===== src/rtl/gate_truth_sweeper.sv =====
// Clocked stimulus and checker for a combinational gate: sweeps every input vector,
// captures the gate's truth table and compares it against an expected table.
module gate_truth_sweeper #(
  parameter int unsigned N_IN        = 2,
  parameter int unsigned HOLD_CYCLES = 10,
  parameter logic [(2**N_IN)-1:0] EXPECTED = 4'b1000
) (
  input  logic                   i_clk,
  input  logic                   i_rst,
  input  logic                   i_start,
  output logic [N_IN-1:0]        o_gate_in,
  input  logic                   i_gate_out,
  output logic                   o_busy,
  output logic                   o_done,
  output logic                   o_pass,
  output logic [(2**N_IN)-1:0]   o_truth_table,
  output logic [N_IN:0]          o_mismatch_cnt
);

  localparam int unsigned CntW = (HOLD_CYCLES > 1) ? $clog2(HOLD_CYCLES) : 1;
  localparam logic [CntW-1:0] LastCnt = CntW'(HOLD_CYCLES - 1);
  localparam logic [N_IN-1:0] LastVec = {N_IN{1'b1}};

  typedef enum logic [1:0] {StIdle, StDrive, StDone} state_e;

  state_e                r_state;
  logic [CntW-1:0]       r_cnt;
  logic [N_IN-1:0]       r_gate_in;
  logic [(2**N_IN)-1:0]  r_table;
  logic [N_IN:0]         r_mis;
  logic                  r_busy;
  logic                  r_done;
  logic                  w_miss;

  assign w_miss = (i_gate_out != EXPECTED[r_gate_in]);

  always_ff @(posedge i_clk or posedge i_rst) begin
    if (i_rst) begin
      r_state   <= StIdle;
      r_cnt     <= '0;
      r_gate_in <= '0;
      r_table   <= '0;
      r_mis     <= '0;
      r_busy    <= 1'b0;
      r_done    <= 1'b0;
    end else begin
      unique case (r_state)
        StIdle, StDone: begin
          if (i_start) begin
            r_state   <= StDrive;
            r_cnt     <= '0;
            r_gate_in <= '0;
            r_table   <= '0;
            r_mis     <= '0;
            r_busy    <= 1'b1;
            r_done    <= 1'b0;
          end
        end
        StDrive: begin
          if (r_cnt == LastCnt) begin
            // Last hold cycle: the vector has been stable for HOLD_CYCLES clocks.
            r_table[r_gate_in] <= i_gate_out;
            r_mis              <= r_mis + {{N_IN{1'b0}}, w_miss};
            if (r_gate_in == LastVec) begin
              r_state <= StDone;
              r_busy  <= 1'b0;
              r_done  <= 1'b1;
            end else begin
              r_gate_in <= r_gate_in + N_IN'(1);
              r_cnt     <= '0;
            end
          end else begin
            r_cnt <= r_cnt + CntW'(1);
          end
        end
        default: begin
          r_state <= StIdle;
          r_busy  <= 1'b0;
          r_done  <= 1'b0;
        end
      endcase
    end
  end

  assign o_gate_in      = r_gate_in;
  assign o_busy         = r_busy;
  assign o_done         = r_done;
  assign o_truth_table  = r_table;
  assign o_mismatch_cnt = r_mis;
  assign o_pass         = r_done && (r_mis == '0);

endmodule

===== config.mk =====
export PLATFORM = sky130hd
export DESIGN_NAME = gate_truth_sweeper
export DESIGN_NICKNAME = d
export VERILOG_FILES = /design/src/rtl/gate_truth_sweeper.sv
export SDC_FILE = /design/constraint.sdc
export NUM_CORES = 1
export LEC_CHECK = 0
export BUFFER_PORTS_ARGS = -buffer_cell sky130_fd_sc_hd__buf_4
export CAP_MARGIN = 40
export CORE_ASPECT_RATIO = 1.1
export CORE_MARGIN = 8
export CORE_UTILIZATION = 50
export CTS_BUF_LIST = sky130_fd_sc_hd__clkbuf_4 sky130_fd_sc_hd__clkbuf_8
export DETAILED_ROUTE_END_ITERATION = 8
export PLACE_DENSITY = 0.71
export SKIP_CTS_REPAIR_TIMING = 1
export SYNTH_ARGS = -nofsm -noshare
export SYNTH_HDL_FRONTEND = slang
export SYNTH_SLANG_ARGS = --single-unit

===== constraint.sdc =====
create_clock -name i_clk -period 2.27 [get_ports i_clk]
set_input_delay 0 -clock i_clk [delete_from_list [all_inputs] [get_ports i_clk]]
set_output_delay 0 -clock i_clk [all_outputs]
set_load 0.005 [all_outputs]

== Word level (Yosys, flattened, before mapping) ==
Cells that the tools add are included.

* Bits of input ports: 4
* Output and inout bits: 12
* Register bits after elaboration: 17

* Eq/ne operators: 10
* $add $sub $neg: 3
* $lt $le $gt $ge: 2
* Multiplexer cells: 30
* Reductions and logical operators: 10

{| class="wikitable"
|+ Operators with widths
! kind !! count
|-
| 2-to-1 mux 4 bit || 4
|-
| case mux 4 bit (2 select lines) || 2
|-
| 2-to-1 mux 2 bit || 6
|-
| AND reduction 3 bit || 3
|-
| 2-to-1 mux 1 bit || 8
|-
| != test 2 bit, second input constant || 4
|-
| case mux 2 bit (2 select lines) || 2
|-
| 2-to-1 mux 3 bit || 2
|-
| case mux 3 bit (2 select lines) || 1
|-
| adder 4 x 1 -> 4 bit, second input constant || 1
|-
| bitwise mux 4 bit || 1
|-
| == test 2 bit, second input constant || 2
|-
| == test 4 bit, second input constant || 1
|-
| case mux 1 bit (2 select lines) || 2
|-
| AND reduction 4 bit || 1
|-
| adder 3 x 1 -> 3 bit || 1
|-
| zero test 3 bit || 1
|-
| < comparator 2 x 3 -> 1 bit, second input constant || 1
|-
| != test 3 bit, second input constant || 1
|-
| adder 2 x 1 -> 2 bit, second input constant || 1
|-
| binary-select mux 1 bit (select 2 bit) || 1
|-
| demux 1 bit (select 2 bit) || 1
|-
| == test 2 x 1 -> 1 bit, second input constant || 1
|-
| greater-or-equal comparator 2 x 1 -> 1 bit, second input constant || 1
|-
| 5 further kinds || 6
|}

== Logic depth before layout (Yosys ltp) ==
* Depth in word-level cells: 7
* Depth in mapped cells: 6
* Gate-level depth less buffers: 6

== Worst setup path before layout ==
OpenSTA, ideal clock, no wires.

* Path kind: register to register
* From: reg r_gate_in[0] (netlist: o_gate_in[0])
* To: reg r_mis[1] (netlist: o_mismatch_cnt[1])
* Cell stages (with the launch flop): 7
* Period minus slack after synthesis: 1.618 ns
* Path slack: 0.652 ns
* Path buffers: 0
* Library setup time: 0.127 ns
* Data required time: 2.143 ns
* Data arrival time: 1.491 ns
* Cells stage by stage: dfrtp_1 > ha_1 > ha_1 > ha_1 > ha_1 > nand3_1 > o21ai_0

* Cells in the longest elaborated chain, start to end: 6

{| class="wikitable"
|+ Ends and longest elaborated chain
! element !! RTL line !! RTL
|-
| start: declaration || 28 || <nowiki>logic [N_IN-1:0] r_gate_in;</nowiki>
|-
| start signal: assignment || 69 || <nowiki>r_gate_in <= r_gate_in + N_IN'(1);</nowiki>
|-
| binary-select mux 1 bit (select 2 bit) || 35 || <nowiki>assign w_miss = (i_gate_out != EXPECTED[r_gate_in]);</nowiki>
|-
| 2-to-1 mux 1 bit (implied by the code) || 35 ||
|-
| != test 1 bit || 35 ||
|-
| adder 3 x 1 -> 3 bit || 63 || <nowiki>r_mis <= r_mis + {{N_IN{1'b0}}, w_miss};</nowiki>
|-
| 2-to-1 mux 3 bit || 60 || <nowiki>if (r_cnt == LastCnt) begin</nowiki>
|-
| case mux 3 bit (2 select lines) || 47 || <nowiki>unique case (r_state)</nowiki>
|-
| end signal: assignment || 63 ||
|-
| end: declaration || 30 || <nowiki>logic [N_IN:0] r_mis;</nowiki>
|}

No other way between the ends. The select of a mux whose other input is x is not followed.
A chain may end at the register's enable or synchronous reset.

== Worst setup path after layout ==
Ends and elaborated chain as after synthesis.

==> summary.md <==
| Metric | Value |
|---|---|
| Status | `finished with violations` |
| Failing checks | `negative hold slack` |
| Seq/Total Area, Yosys | `0.4342` |
| Unique masters post-synth | `32` |
| Fin. max-slew vios | `0` |
| Vias in the first global route | `708` |
| Post-Route Setup TNS | `0 ns` |
| Crit. End Element | `flip-flop` |
| DRT Wirelength | `between 1.5 and 2 mm` |
| Origin of the critical flop-to-flop path | `o_gate_in[0]$_DFFE_PP0P_` |
| Hold Crit Start | `i_start` |
| Leakage | `0.5427 nW` |
| Drt first pass iters | `4` |
| WHS Endpoint | `o_busy$_DFFE_PP0P_` |
| Reg2reg path depth | `6` |
| Syn_area_per_cell | `~11 um^2` |
| Die Width | `between 50 and 60 um` |
| Tightest Pin Transition | `~0.6 ns` |
| Worst-Skew Late Latency | `0.28 ns` |
| H-tree depth | `1` |
| CTS buffer count | `3` |
| Hold Fails Final Rpt | `1` |
| Crit path time final | `1.703 ns` |
| DR DRC count | `0` |
| Syn_nets | `100` |
| Startpoint Class | `flip-flop` |
| Fin util | `0.6065` |
| CTS Sinks | `16` |
| Cell Pwr Density | `962.9 nW/um^2` |
| FMAX | `587.4 MHz` |
| Fillers | `166` |
| Core Box Area | `between 1500 and 2000 um^2` |
| Initial antenna violation count | `0` |
| Max Clock Skew | `0.003842 ns` |
| Crit path arrival time | `roughly 1.9 ns` |
| Antenna viol nets, final | `0` |
| Adder-Cell Fraction of Synth Area | `0.1221` |
| Drt wl/cell | `around 14 um` |
| Max-cap check violation count | `0` |
| Largest net degree at the start of global routing | `17` |
| Die ar. | `3476 um^2` |
| YS warnings | `0` |
| Synth Area in Compound Gates | `0.1208` |
| Worst Path Required | `2.44 ns` |
| Worst-case hold slack | `-0.01294 ns` |
| # setup viols final | `0` |
| Total Routing Usage GR | `0.1087` |
| Post-synthesis mux area share | `0.02171` |
| DIE HEIGHT | `61.04 um` |
| N_diodes | `0` |
| Vias | `697` |
| Xor-xnor portion of the synthesized cell area | `0` |
| Leading cell type in the layout, fill and taps excluded | `dfrtp_1` |
| Critical setup path kind | `reg -> reg` |
| Post-Syn Area | `922.1 um^2` |
| Nets | `about 120` |
| Area Overhead vs Synth | `15.87%` |
| Synth Instances | `87` |
| Initial drt markers | `17` |
| DR vias/cell | `5.713` |
| Routability cong. | `0.7600` |
| RR Endpoint | `o_mismatch_cnt[1]$_DFFE_PP0P_` |
| Simple-Gate Fraction of Synth Area | `0.2469` |
| Multi-input gate area | `between 400 and 500 um^2` |
| RSZ-0062 raised after global routing | `no` |
| First-pass GRT wire length | `3.022 mm` |
| Clk slew on worst S/H paths | `0.09 ns` |
| Row count | `16` |
| I/O pins | `16` |
| Worst reg2reg setup slack | `0.57 ns` |
| Initial core utilization | `0.5234` |
| Period utilization | `0.7500` |
| VDD IR max | `0.0005588 V` |
| Largest family of logic cells by synthesized area | `simple AND/OR/NAND/NOR gates` |
| Clock tree buffer depth | `2` |
| Clock Tree Root | `clkbuf_4` |
| Tightest Hold Check Type | `in -> reg` |
| Slew headroom | `0.5962` |
| Layout cells sized above 1 | `0.2212` |
| Gr ovfl total | `0` |
| DPL Wire Length | `1.287 mm` |
| Crit-path max FO | `5` |
| I/O Buffers | `15` |
| Most frequent cells in the layout | `dfrtp_1 (16), buf_4 (15), nand2_1 (9), ha_1 (9), inv_1 (5)` |
| Register Area | `400.4 um^2` |
| CTS tree | `built` |
| Number of synthesized register bits | `16` |
| Hold depth | `3` |
==> flip-flops by register name, indices dropped and copies added, names as in the netlist <==
name / count
o_busy: 1
o_done: 1
o_gate_in: 2
o_mismatch_cnt: 3
o_truth_table: 4
r_cnt: 4
r_state: 1
==> worst max-delay path by stage <==
stage                              from  cells after the start                             to
6_report       o_gate_in[0]$_DFFE_PP0P_                      6  o_mismatch_cnt[1]$_DFFE_PP0P_
3_3_place_gp   o_gate_in[0]$_DFFE_PP0P_                      6  o_mismatch_cnt[1]$_DFFE_PP0P_
3_5_place_dp   o_gate_in[0]$_DFFE_PP0P_                      6  o_mismatch_cnt[1]$_DFFE_PP0P_
4_1_cts        o_gate_in[0]$_DFFE_PP0P_                      6  o_mismatch_cnt[1]$_DFFE_PP0P_
5_1_grt        o_gate_in[0]$_DFFE_PP0P_                      6  o_mismatch_cnt[1]$_DFFE_PP0P_
2_1_floorplan  o_gate_in[0]$_DFFE_PP0P_                      6  o_mismatch_cnt[1]$_DFFE_PP0P_
==> metrics by stage <==
stage          power (mW)  worst slack [ns]  cells  cell area (um^2)
5_1_grt             1.123            0.4540    122              1069
6_report            1.029            0.5675    122              1069
4_1_cts             1.038            0.5486    120              1049
3_3_place_gp       0.8849            0.6207    117              1026
2_1_floorplan      0.7632            0.6520     87             922.1
3_5_place_dp       0.8929            0.5683    117              1026
==> logic make-up (layout without fill, tap and decap cells) <==
logic type	after synthesis	count (layout)
AND/OR/NAND/NOR	37	37
flip-flops	16	16
adder cells (fa/ha/maj)	9	9
buffers and inverters	8	25
multiplexers	2	2
AO/OA/AOI/OAI	15	15
==> cell type report <==
type                            count  share of cell area
Multi-Input combinational cell     63              0.4415
Sequential cell                    16              0.3747
Timing Repair Buffer               17              0.1241
Clock buffer                        3             0.02108
Tap cell                           18             0.02108
Inverter                            5             0.01756
==> where the power goes <==
group          total, mW  switching (mW)  internal (mW)
clock              0.146          0.0840         0.0616
combinational      0.419           0.205          0.214
sequential         0.465          0.0916          0.373
==> routing by layer <==
layer / track usage / wire [um] / up-vias
met2: 0.1829 / 819 / 13
met3: 0.02474 / 61 / 5
met5: 0 / 0 / -
met1: 0.1238 / 804 / 329
li1: - / - / 350
met4: 0.06711 / 39 / 0
==> Yosys cell counts, drive strengths merged <==
master   n  area share
nand2b   3       0.020
nand4b   1      0.0095
o22ai    3       0.035
and3b    1       0.014
buf      3       0.034
ha       9        0.12
nand4    4       0.027
mux2i    2       0.022
and2b    1       0.011
nand2    9       0.037
dfrtp   16        0.43
o31ai    1      0.0081
nand3    5       0.033
nor4b    1      0.0095
nor3b    1       0.014
a32o     1       0.011
nor2b    1      0.0068
or3      1      0.0068
o21ai    5       0.027
inv      5       0.020
o211ai   1      0.0081
and3     4       0.027
a21o     2       0.016
nand3b   3       0.024
a21oi    1      0.0054
nor2     2      0.0081
o221ai   1      0.0095
==> worst max-delay path, stage by stage (launching register included) <==
cell     delay [ns]
dfrtp_1        0.43
ha_1           0.28
ha_1           0.29
ha_1           0.18
ha_1           0.27
nand3_1        0.06
o21ai_0        0.07
Power figures use the tool's default switching activity.
